--- config.mk ---
export PLATFORM = sky130hd
export DESIGN_NAME = svpwm_phase_sequencer_flat
export DESIGN_NICKNAME = d
export VERILOG_FILES = /design/src/rtl/svpwm_phase_sequencer_if.sv /design/src/rtl/svpwm_phase_sequencer.sv /design/src/flat_wrapper.sv
export SDC_FILE = /design/constraint.sdc
export NUM_CORES = 1
export LEC_CHECK = 0
export CORE_ASPECT_RATIO = 0.5
export CORE_MARGIN = 3
export CORE_UTILIZATION = 60
export DETAILED_ROUTE_END_ITERATION = 10
export PLACE_DENSITY = 0.83
export SYNTH_ARGS = -nofsm -noshare
export SYNTH_HDL_FRONTEND = slang
export SYNTH_SLANG_ARGS = --single-unit
export TNS_END_PERCENT = 20
--- constraint.sdc ---
create_clock -name CLK -period 6.21 [get_ports CLK]
set_input_delay 1.242 -clock CLK [delete_from_list [all_inputs] [get_ports CLK]]
set_output_delay 1.242 -clock CLK [all_outputs]
set_load 0.01 [all_outputs]
--- src/rtl/svpwm_phase_sequencer_if.sv ---
`default_nettype none
// ============================================================================
// Module      : svpwm_phase_sequencer_if
// Description : Valid/ready load port carrying sector and dwell times for one
//               switching period.
// Revision    : 1.0 - initial release
// ============================================================================
interface svpwm_phase_sequencer_if #(
    parameter int CNT_W = 16
);
    logic             LOAD_VALID;
    logic             LOAD_READY;
    logic [2:0]       LOAD_SECTOR;
    logic [CNT_W-1:0] LOAD_PERIOD;
    logic [CNT_W-1:0] LOAD_T1;
    logic [CNT_W-1:0] LOAD_T2;

    modport master (
        output LOAD_VALID, LOAD_SECTOR, LOAD_PERIOD, LOAD_T1, LOAD_T2,
        input  LOAD_READY
    );

    modport slave (
        input  LOAD_VALID, LOAD_SECTOR, LOAD_PERIOD, LOAD_T1, LOAD_T2,
        output LOAD_READY
    );
endinterface
`default_nettype wire

--- src/rtl/svpwm_phase_sequencer.sv ---
`default_nettype none
// ============================================================================
// Module      : svpwm_phase_sequencer
// Description : Plays a zero / first-active / second-active / zero vector
//               sequence over each switching period, with sector and dwell
//               times taken from a double-buffered load port.
// Revision    : 1.0 - initial release
// ============================================================================
module svpwm_phase_sequencer #(
    parameter int CNT_W          = 16,
    parameter int DEFAULT_PERIOD = 1000
) (
    input  wire                    CLK,
    input  wire                    RST,
    input  wire                    EN,
    input  wire                    ERR_CLR,
    svpwm_phase_sequencer_if.slave load,
    output logic [2:0]             SECTOR,
    output logic                   U_0,
    output logic                   U_1,
    output logic                   U_2,
    output logic                   PERIOD_START,
    output logic                   ERR
);

    typedef enum logic [2:0] {
        ST_IDLE   = 3'd0,
        ST_ZERO_A = 3'd1,
        ST_ACT_1  = 3'd2,
        ST_ACT_2  = 3'd3,
        ST_ZERO_B = 3'd4
    } state_t;

    // Dwells are pre-split at load time so the boundary path needs no subtractor.
    typedef struct packed {
        logic [2:0]       sector;
        logic [CNT_W-1:0] z0;
        logic [CNT_W-1:0] t1;
        logic [CNT_W-1:0] t2;
        logic [CNT_W-1:0] zb;
    } slot_t;

    localparam logic [CNT_W-1:0] c_def_period = CNT_W'(DEFAULT_PERIOD);
    localparam logic [CNT_W-1:0] c_def_z0     = c_def_period >> 1;
    localparam logic [CNT_W-1:0] c_def_zb     = c_def_period - c_def_z0;
    localparam slot_t            c_def_slot   = {3'd0, c_def_z0, {CNT_W{1'b0}},
                                                 {CNT_W{1'b0}}, c_def_zb};

    function automatic logic [CNT_W-1:0] f_dwell(input state_t s, input slot_t d);
        case (s)
            ST_ZERO_A: f_dwell = d.z0;
            ST_ACT_1:  f_dwell = d.t1;
            ST_ACT_2:  f_dwell = d.t2;
            ST_ZERO_B: f_dwell = d.zb;
            default:   f_dwell = '0;
        endcase
    endfunction

    // First phase after s with a nonzero dwell; ST_IDLE means the period is over.
    function automatic state_t f_next_phase(input state_t s, input slot_t d);
        f_next_phase = ST_IDLE;
        if (s == ST_IDLE && d.z0 != '0)
            f_next_phase = ST_ZERO_A;
        else if (s <= ST_ZERO_A && d.t1 != '0)
            f_next_phase = ST_ACT_1;
        else if (s <= ST_ACT_1 && d.t2 != '0)
            f_next_phase = ST_ACT_2;
        else if (s <= ST_ACT_2 && d.zb != '0)
            f_next_phase = ST_ZERO_B;
    endfunction

    state_t           r_state, w_state_nxt, w_phase_nxt;
    logic [CNT_W-1:0] r_cnt, w_cnt_nxt;
    slot_t            r_shadow, w_shadow_nxt;
    slot_t            r_pend, w_pend_nxt;
    slot_t            w_src, w_load_slot;
    logic             r_ready, w_ready_nxt;
    logic             r_err, w_err_nxt;
    logic [2:0]       r_sector, w_sector_nxt;
    logic             r_u0, r_u1, r_u2, r_ps;
    logic             w_start, w_fire, w_load_ok;
    logic [CNT_W:0]   w_dwell_sum;
    logic [CNT_W-1:0] w_t0;

    always_comb begin
        w_dwell_sum = {1'b0, load.LOAD_T1} + {1'b0, load.LOAD_T2};
        w_load_ok   = (load.LOAD_SECTOR <= 3'd5) && (load.LOAD_PERIOD != '0) &&
                      (w_dwell_sum <= {1'b0, load.LOAD_PERIOD});
        w_fire      = load.LOAD_VALID && r_ready;
        w_t0        = load.LOAD_PERIOD - load.LOAD_T1 - load.LOAD_T2;
        w_load_slot = {load.LOAD_SECTOR, w_t0 >> 1, load.LOAD_T1, load.LOAD_T2,
                       w_t0 - (w_t0 >> 1)};
    end

    always_comb begin
        w_state_nxt  = r_state;
        w_cnt_nxt    = r_cnt;
        w_shadow_nxt = r_shadow;
        w_start      = 1'b0;
        w_src        = r_ready ? r_shadow : r_pend;
        w_phase_nxt  = f_next_phase(r_state, r_shadow);

        if (r_state == ST_IDLE) begin
            w_start = EN;
        end else if (r_cnt != '0) begin
            w_cnt_nxt = r_cnt - CNT_W'(1);
        end else if (w_phase_nxt != ST_IDLE) begin
            w_state_nxt = w_phase_nxt;
            w_cnt_nxt   = f_dwell(w_phase_nxt, r_shadow) - CNT_W'(1);
        end else if (EN) begin
            w_start = 1'b1;
        end else begin
            w_state_nxt = ST_IDLE;
            w_cnt_nxt   = '0;
        end

        // A load landing in this same cycle only reaches pending, not the shadow.
        if (w_start) begin
            w_shadow_nxt = w_src;
            w_state_nxt  = f_next_phase(ST_IDLE, w_src);
            w_cnt_nxt    = f_dwell(w_state_nxt, w_src) - CNT_W'(1);
        end

        w_pend_nxt  = r_pend;
        w_ready_nxt = r_ready;
        if (w_fire && w_load_ok) begin
            w_pend_nxt  = w_load_slot;
            w_ready_nxt = 1'b0;
        end else if (w_start) begin
            w_ready_nxt = 1'b1;
        end

        w_err_nxt = r_err;
        if (w_fire && !w_load_ok)
            w_err_nxt = 1'b1;
        else if (ERR_CLR)
            w_err_nxt = 1'b0;

        w_sector_nxt = w_start ? w_src.sector : r_sector;
    end

    always_ff @(posedge CLK) begin
        if (RST) begin
            r_state  <= ST_IDLE;
            r_cnt    <= '0;
            r_shadow <= c_def_slot;
            r_pend   <= c_def_slot;
            r_ready  <= 1'b1;
            r_err    <= 1'b0;
            r_sector <= 3'd0;
            r_u0     <= 1'b1;
            r_u1     <= 1'b0;
            r_u2     <= 1'b0;
            r_ps     <= 1'b0;
        end else begin
            r_state  <= w_state_nxt;
            r_cnt    <= w_cnt_nxt;
            r_shadow <= w_shadow_nxt;
            r_pend   <= w_pend_nxt;
            r_ready  <= w_ready_nxt;
            r_err    <= w_err_nxt;
            r_sector <= w_sector_nxt;
            r_u0     <= (w_state_nxt == ST_IDLE) || (w_state_nxt == ST_ZERO_A) ||
                        (w_state_nxt == ST_ZERO_B);
            r_u1     <= (w_state_nxt == ST_ACT_1);
            r_u2     <= (w_state_nxt == ST_ACT_2);
            r_ps     <= w_start;
        end
    end

    assign load.LOAD_READY = r_ready;
    assign SECTOR          = r_sector;
    assign U_0             = r_u0;
    assign U_1             = r_u1;
    assign U_2             = r_u2;
    assign PERIOD_START    = r_ps;
    assign ERR             = r_err;

endmodule
`default_nettype wire

--- src/flat_wrapper.sv ---
// flat-port wrapper written by rule: the top's interface ports become plain ports
module svpwm_phase_sequencer_flat 
#(
    parameter int CNT_W          = 16,
    parameter int DEFAULT_PERIOD = 1000
)
  (CLK, RST, EN, ERR_CLR, SECTOR, U_0, U_1, U_2, PERIOD_START, ERR, load_LOAD_VALID, load_LOAD_SECTOR, load_LOAD_PERIOD, load_LOAD_T1, load_LOAD_T2, load_LOAD_READY);
  svpwm_phase_sequencer_if #(.CNT_W(CNT_W)) load_i ();
  input  wire CLK;
  input  wire RST;
  input  wire EN;
  input  wire ERR_CLR;
  output logic [2:0] SECTOR;
  output logic U_0;
  output logic U_1;
  output logic U_2;
  output logic PERIOD_START;
  output logic ERR;
  input wire logic [$bits(load_i.LOAD_VALID)-1:0] load_LOAD_VALID;
  input wire logic [$bits(load_i.LOAD_SECTOR)-1:0] load_LOAD_SECTOR;
  input wire logic [$bits(load_i.LOAD_PERIOD)-1:0] load_LOAD_PERIOD;
  input wire logic [$bits(load_i.LOAD_T1)-1:0] load_LOAD_T1;
  input wire logic [$bits(load_i.LOAD_T2)-1:0] load_LOAD_T2;
  output wire logic [$bits(load_i.LOAD_READY)-1:0] load_LOAD_READY;
  assign load_i.LOAD_VALID = load_LOAD_VALID;
  assign load_i.LOAD_SECTOR = load_LOAD_SECTOR;
  assign load_i.LOAD_PERIOD = load_LOAD_PERIOD;
  assign load_i.LOAD_T1 = load_LOAD_T1;
  assign load_i.LOAD_T2 = load_LOAD_T2;
  assign load_LOAD_READY = load_i.LOAD_READY;
  svpwm_phase_sequencer #(.CNT_W(CNT_W), .DEFAULT_PERIOD(DEFAULT_PERIOD)) u_core (.CLK(CLK), .RST(RST), .EN(EN), .ERR_CLR(ERR_CLR), .load(load_i), .SECTOR(SECTOR), .U_0(U_0), .U_1(U_1), .U_2(U_2), .PERIOD_START(PERIOD_START), .ERR(ERR));
endmodule
Word level (Yosys, flattened, before mapping)
Index checks and enable logic that the tools add are counted.
Storage, ports and cells
  logic and storage cells: 108
  output and inout bits: 9
  memories: 0
  input bits: 56
  bits in latches: 0
  bits in read-only memories: 0
  RAM bits: 0
  register bits: 158
Operators by class
  div/mod/pow operators: 0
  mux-type cells: 34
  reduce and logical (&&, ||, !) cells: 29
  $lt $le $gt $ge: 5
  $add $sub $neg: 7
  eq/ne operators: 14
  shift operators: 0
  bitwise gates (word level): 1
  $mul: 0
Operators by type and width (count)
  16-bit nonzero test: 10
  16-bit 2-to-1 mux: 9
  16-bit one-hot mux with 4 select lines: 2
  64-bit 2-to-1 mux: 1
  16-bit by 1-bit subtractor with 16-bit output (second input constant): 3
  3-bit 2-to-1 mux: 14
  16-bit subtractor: 2
  3-bit by 2-bit == test with 1-bit output (second input constant): 6
  16-bit by 16-bit adder with 17-bit output: 1
  17-bit by 16-bit less-or-equal comparator with 1-bit output: 1
  16-bit by 15-bit subtractor with 16-bit output: 1
  3-bit by 1-bit == test with 1-bit output (second input constant): 3
  3-bit == test (second input constant): 3
  1-bit logical AND: 9
  1-bit 2-to-1 mux: 8
  3-bit by 2-bit less-or-equal comparator with 1-bit output (second input constant): 2
  3-bit zero test: 2
  4-bit by 1-bit != test with 1-bit output (second input constant): 1
  2-bit AND reduction: 2
  2-bit nonzero test: 2
  3-bit by 1-bit less-or-equal comparator with 1-bit output (second input constant): 1
  3-bit less-or-equal comparator (second input constant): 1
  3-bit nonzero test: 1
  1-bit logical OR: 2
  3 further kinds: 3

Longest topological paths before layout
  depth after elaboration: 16
  mapped depth: 22
  gate-level depth less buffers: 22

Least setup slack after synthesis
Ideal clock, no wire load.
  kind: input to register
  from: input load_LOAD_T2[1]
  to: register u_core.r_pend[59] (netlist name)
  data arrival time: 5.369 ns
  path slack: 0.770 ns
  cell stages on the path: 21
  buffers on the path: 1
  data required time: 6.140 ns
  library setup time: 0.070 ns
  cells stage by stage: ha_1 -> a21o_1 -> a21oi_1 -> o21bai_1 -> a21oi_1 -> o21bai_1 -> a41o_1 -> o41ai_1 -> o21bai_1 -> a21oi_1 -> xnor2_1 -> ha_1 -> o21a_1 -> o21ai_0 -> a31oi_1 -> nor2_1 -> o2111ai_1 -> or3_1 -> clkbuf_1 -> or3b_2 -> a21oi_1
On the way
  cells in the longest elaborated chain, start to end: 4
  elaborated cells between the ends (all ways): 5
  those cells by class: add/sub: 2; order compare: 1; reduce/logical: 2
Ends and longest elaborated chain
  start: declaration: RTL line flat_wrapper.sv:23  | input wire logic [$bits(load_i.LOAD_T2)-1:0] load_LOAD_T2;
  16-bit by 16-bit adder with 17-bit output: RTL line svpwm_phase_sequencer.sv:86  | w_dwell_sum = {1'b0, load.LOAD_T1} + {1'b0, load.LOAD_T2};
  17-bit by 16-bit less-or-equal comparator with 1-bit output: RTL line svpwm_phase_sequencer.sv:88  | (w_dwell_sum <= {1'b0, load.LOAD_PERIOD});
  1-bit logical AND: RTL line svpwm_phase_sequencer.sv:87  | w_load_ok = (load.LOAD_SECTOR <= 3'd5) && (load.LOAD_PERIOD != '0) &&
  1-bit logical AND: RTL line svpwm_phase_sequencer.sv:126  | if (w_fire && w_load_ok) begin
  end signal: assignment: RTL line svpwm_phase_sequencer.sv:147  | r_pend <= c_def_slot;
  end signal: assignment: RTL line svpwm_phase_sequencer.sv:159  | r_pend <= w_pend_nxt;
  end: declaration: RTL line svpwm_phase_sequencer.sv:75  | slot_t r_pend, w_pend_nxt;
Several ways; a longest one is shown, not always the timed one.
A chain may end at the register's enable or synchronous reset.

==> results by group <==
Status
  – Status: complete, no violations

Yosys
  – Fraction of the mapped netlist area in adder cells: 11.7%
  – Post-synth net total: 1631
  – Post-Synth XOR/XNOR Area: 5.13%
  – Synth top area cells: dfxtp_1 27%, ha_1 8.7%, nand2_1 7.9%, a21oi_1 6.5%, mux2i_1 3.6%
  – Mapped Cells: 1477
  – Post-synth EDFFs: 0
  – Post-synthesis simple-gate area fraction: between 20% and 30%
  – Post-synthesis compound-gate area fraction: 22.2%
  – Synth area leader: dfxtp_1
  – Avg Inst Size Synth: 7.85 sq um
  – Mapped Area: ~12000 sq um
  – Synth Warn #: 0
  – Main flop type after synthesis: dfxtp_1
  – Ys async rst share: 0%
  – Cell variety after synth: 86
  – Mux cell area share after synthesis: under 10%
  – Post-synth top area share: 27.3%
  – Register area share after synthesis: 27.3%
  – Largest family of logic cells by synthesized area: simple AND/OR/NAND/NOR gates
  – Flops & latches, synth: 158

Routing
  – DRC violations left: 0
  – Antenna viol nets, final: 0
  – Detailed Route Iter0 Violations: between 1000 and 1500
  – Vias: ~12000
  – Routed wire length: 37900 um
  – First-pass iteration count of the detailed router: 6
  – Via/cell ratio: 6.55
  – Per-cell routed wire length: 21.3 um

Place
  – Port bufs: 64
  – HPWL Detailed: 28700 um
  – Placed Instances: 1754
  – Place WS: -90.4 ps
  – Final GP Congestion: 0.977

Setup path
  – Max stage delay cell, worst path: a2111oi_0
  – Setup crit start: load_LOAD_T2[0]
  – Critical R2R Launch: u_core.load.LOAD_READY
  – Max stage delay on crit path: between 700 and 800 ps
  – Worst path arrival time: 6270 ps
  – Worst Path Required: about 6500 ps
  – Worst Path Max Fanout: 4
  – Worst setup EP type: flop
  – Largest delay share family, worst path: compound AO/OA/AOI/OAI gates
  – Critical path class: primary input to flop
  – Worst setup SP type: primary input
  – Worst Path Buf+Inv: 5
  – Cell Chain, Critical Path: clkdlybuf4s50_1 -> buf_4 -> fa_1 -> inv_1 -> ha_1 -> o21a_1 -> o21ai_0 -> nand2b_1 -> a41oi_1 -> a2111oi_0 -> a2111oi_0 -> buf_4 -> nor2_1 -> xor2_1 -> inv_1 -> ha_1 -> nand2_1 -> o21ai_0 -> a31oi_1 -> xor2_1 -> a211oi_1

Global routing
  – Total gr overflow: 0
  – Initial antenna violation count: 0
  – Gr usage total: 35.5%
  – Largest net degree at the start of global routing: 74
  – Vias in the first global route: roughly 11000
  – First-pass GRT wire length: 60000 um

Floorplan
  – Initial Util: 62.2%
  – Io pins: 65
  – Die area: ~21000 sq um
  – Core area: 18700 sq um
  – Die Span Y: ~100 um
  – Num rows: 35
  – Die X: just over 200 um

Min path
  – Worst min path class: flop to flop
  – Hold path start: u_core.r_shadow[64]

STA
  – F_max: about 0.17 GHz
  – Slew margin rel.: 33.4%
  – Final Hold Viols: 0
  – Worst Slack Setup Final: 271 ps
  – RSZ-0062 raised after global routing: false
  – Clk_skew: 13.3 ps
  – Setup Viol. Count Final: 0
  – Worst-Margin Slew: ~1000 ps
  – Final Cycle Share: 95.6%
  – Period minus WS final: about 5900 ps
  – Max Slew Vio Count: 0
  – Final setup TNS: 0 ps

Cells and area
  – Most common cell after layout, fill and taps aside: nand2_1
  – Nets: 1668
  – Fillers: approximately 1600
  – # diodes: 0
  – Non-Filler Instances: 1785
  – Synth-to-Final Area Change: 13.1%
  – Most frequent cells in the layout: 243 x nand2_1, 157 x dfxtp_1, 151 x a21oi_1
  – Share of layout cells above drive strength 1: 7.40%

Pwr
  – VDD IR-drop max: 0.176 mV
  – Power Density: between 200 and 300 nW/um^2
  – LEAKAGE: a little over 0.005 uW

Clocking
  – Post-CTS Setup Bufs: 0
  – Resize count post-CTS: 0
  – Num Clock Sinks: around 160
  – Hold_buf cts: 0
  – Clock Path Buffers: 2
  – CTS Root Buffer Type: clkbuf_16
  – CTS Buf Count: 17
  – H-tree depth: 4
  – CTS tree: built
  – Later-pin clock latency in the skew report: 430 ps
  – CTS clk-pin slew, worst paths: 70 ps

Run
  – Max-Cap Viols: 0
## flip-flops by register name, indices dropped and copies added, names as in the netlist
name / cells
u_core.r_pend: 66
u_core.r_state: 3
u_core.U_1: 1
u_core.r_cnt: 16
u_core.ERR: 1
u_core.load.LOAD_READY: 1
u_core.PERIOD_START: 1
u_core.U_0: 1
u_core.U_2: 1
u_core.r_shadow: 67
## synthesized netlist by cell type (7+ instances only)
| cell type | number |
|---|---|
| o21bai_1 | 7 |
| fa_1 | 17 |
| inv_1 | 92 |
| o22ai_1 | 10 |
| a21oi_1 | 151 |
| a311o_1 | 8 |
| a211oi_1 | 13 |
| a221oi_1 | 18 |
| a2111oi_0 | 13 |
| or3_1 | 17 |
| a21o_1 | 8 |
| clkbuf_1 | 57 |
| nor2b_1 | 13 |
| nand3_1 | 26 |
| o21ai_0 | 24 |
| xor2_1 | 28 |
| dfxtp_1 | 158 |
| nor2_1 | 99 |
| nand3b_1 | 14 |
| a31oi_1 | 8 |
| nand4_1 | 14 |
| nor4_2 | 7 |
| a211o_1 | 17 |
| xnor2_1 | 40 |
| ha_1 | 81 |
| nand2_1 | 244 |
| nand2b_1 | 12 |
| a311oi_1 | 14 |
| buf_2 | 12 |
| nor3_1 | 44 |
| nor4_1 | 31 |
| mux2i_1 | 42 |
## layer usage
layer / up-vias / track usage [%] / wire, um
li1: 5391 / - / -
met1: 5545 / 51.2 / 16500
met2: 663 / 53.5 / 15900
met3: 90 / 7.78 / 4560
met4: 0 / 9.78 / 952
met5: - / 0 / 0
## final cells by class
cell class                 count  area [sq um]  share of cell area, %
clock inverter                14           194                   1.48
timing repair buffer          95           896                   6.83
inverter                      93           349                   2.66
multi-input combinational   1149          7770                   59.2
clock buffer                  17           425                   3.24
sequential                   158          3160                   24.1
tap                          259           324                   2.47
## metrics by stage
| step | hold slack, ps | power (uW) | util (%) | instance area [sq um] |
|---|---|---|---|---|
| after CTS | 462 | 3830 | 70.3 | 13100 |
| after detailed placement | 448 | 2700 | 67.0 | 12500 |
| final | 460 | 3860 | 70.3 | 13100 |
| after global routing | 479 | 4070 | 70.3 | 13100 |
| after floorplan | 431 | 2270 | - | 11600 |
| after global placement | 445 | 2640 | 67.0 | 12500 |
## report_power, final
part / total [uW] / internal (uW) / switching [uW]
combinational: 1510 / 637 / 877
sequential: 1210 / 1090 / 120
clock: 1130 / 649 / 482
## cells by family (layout without fill, tap and decap cells)
kind of cell / count (synthesis) / count (layout)
adder cells (fa/ha/maj): 98 / 98
AO/OA/AOI/OAI: 369 / 369
flip-flops: 158 / 158
multiplexers: 48 / 48
AND/OR/NAND/NOR: 566 / 566
XOR/XNOR: 68 / 68
buffers and inverters: 170 / 219
## worst min-delay path, delay by kind of cell (launching register included)
kind / cells / cell delay (ps)
flops: 1 / 310
compound gates: 1 / 50
simple gates: 1 / 50
## worst paths after layout
kind | endpoint | slack, ps | cells past startpoint
worst max-delay path | u_core.r_pend[15] | 270 | 21
worst min-delay path | u_core.r_shadow[64] | 460 | 2
worst max register to register | u_core.r_cnt[14] | 1460 | 14
worst min register to register | u_core.r_shadow[64] | 460 | 2
No activity file was read; power rests on OpenSTA's default activity.
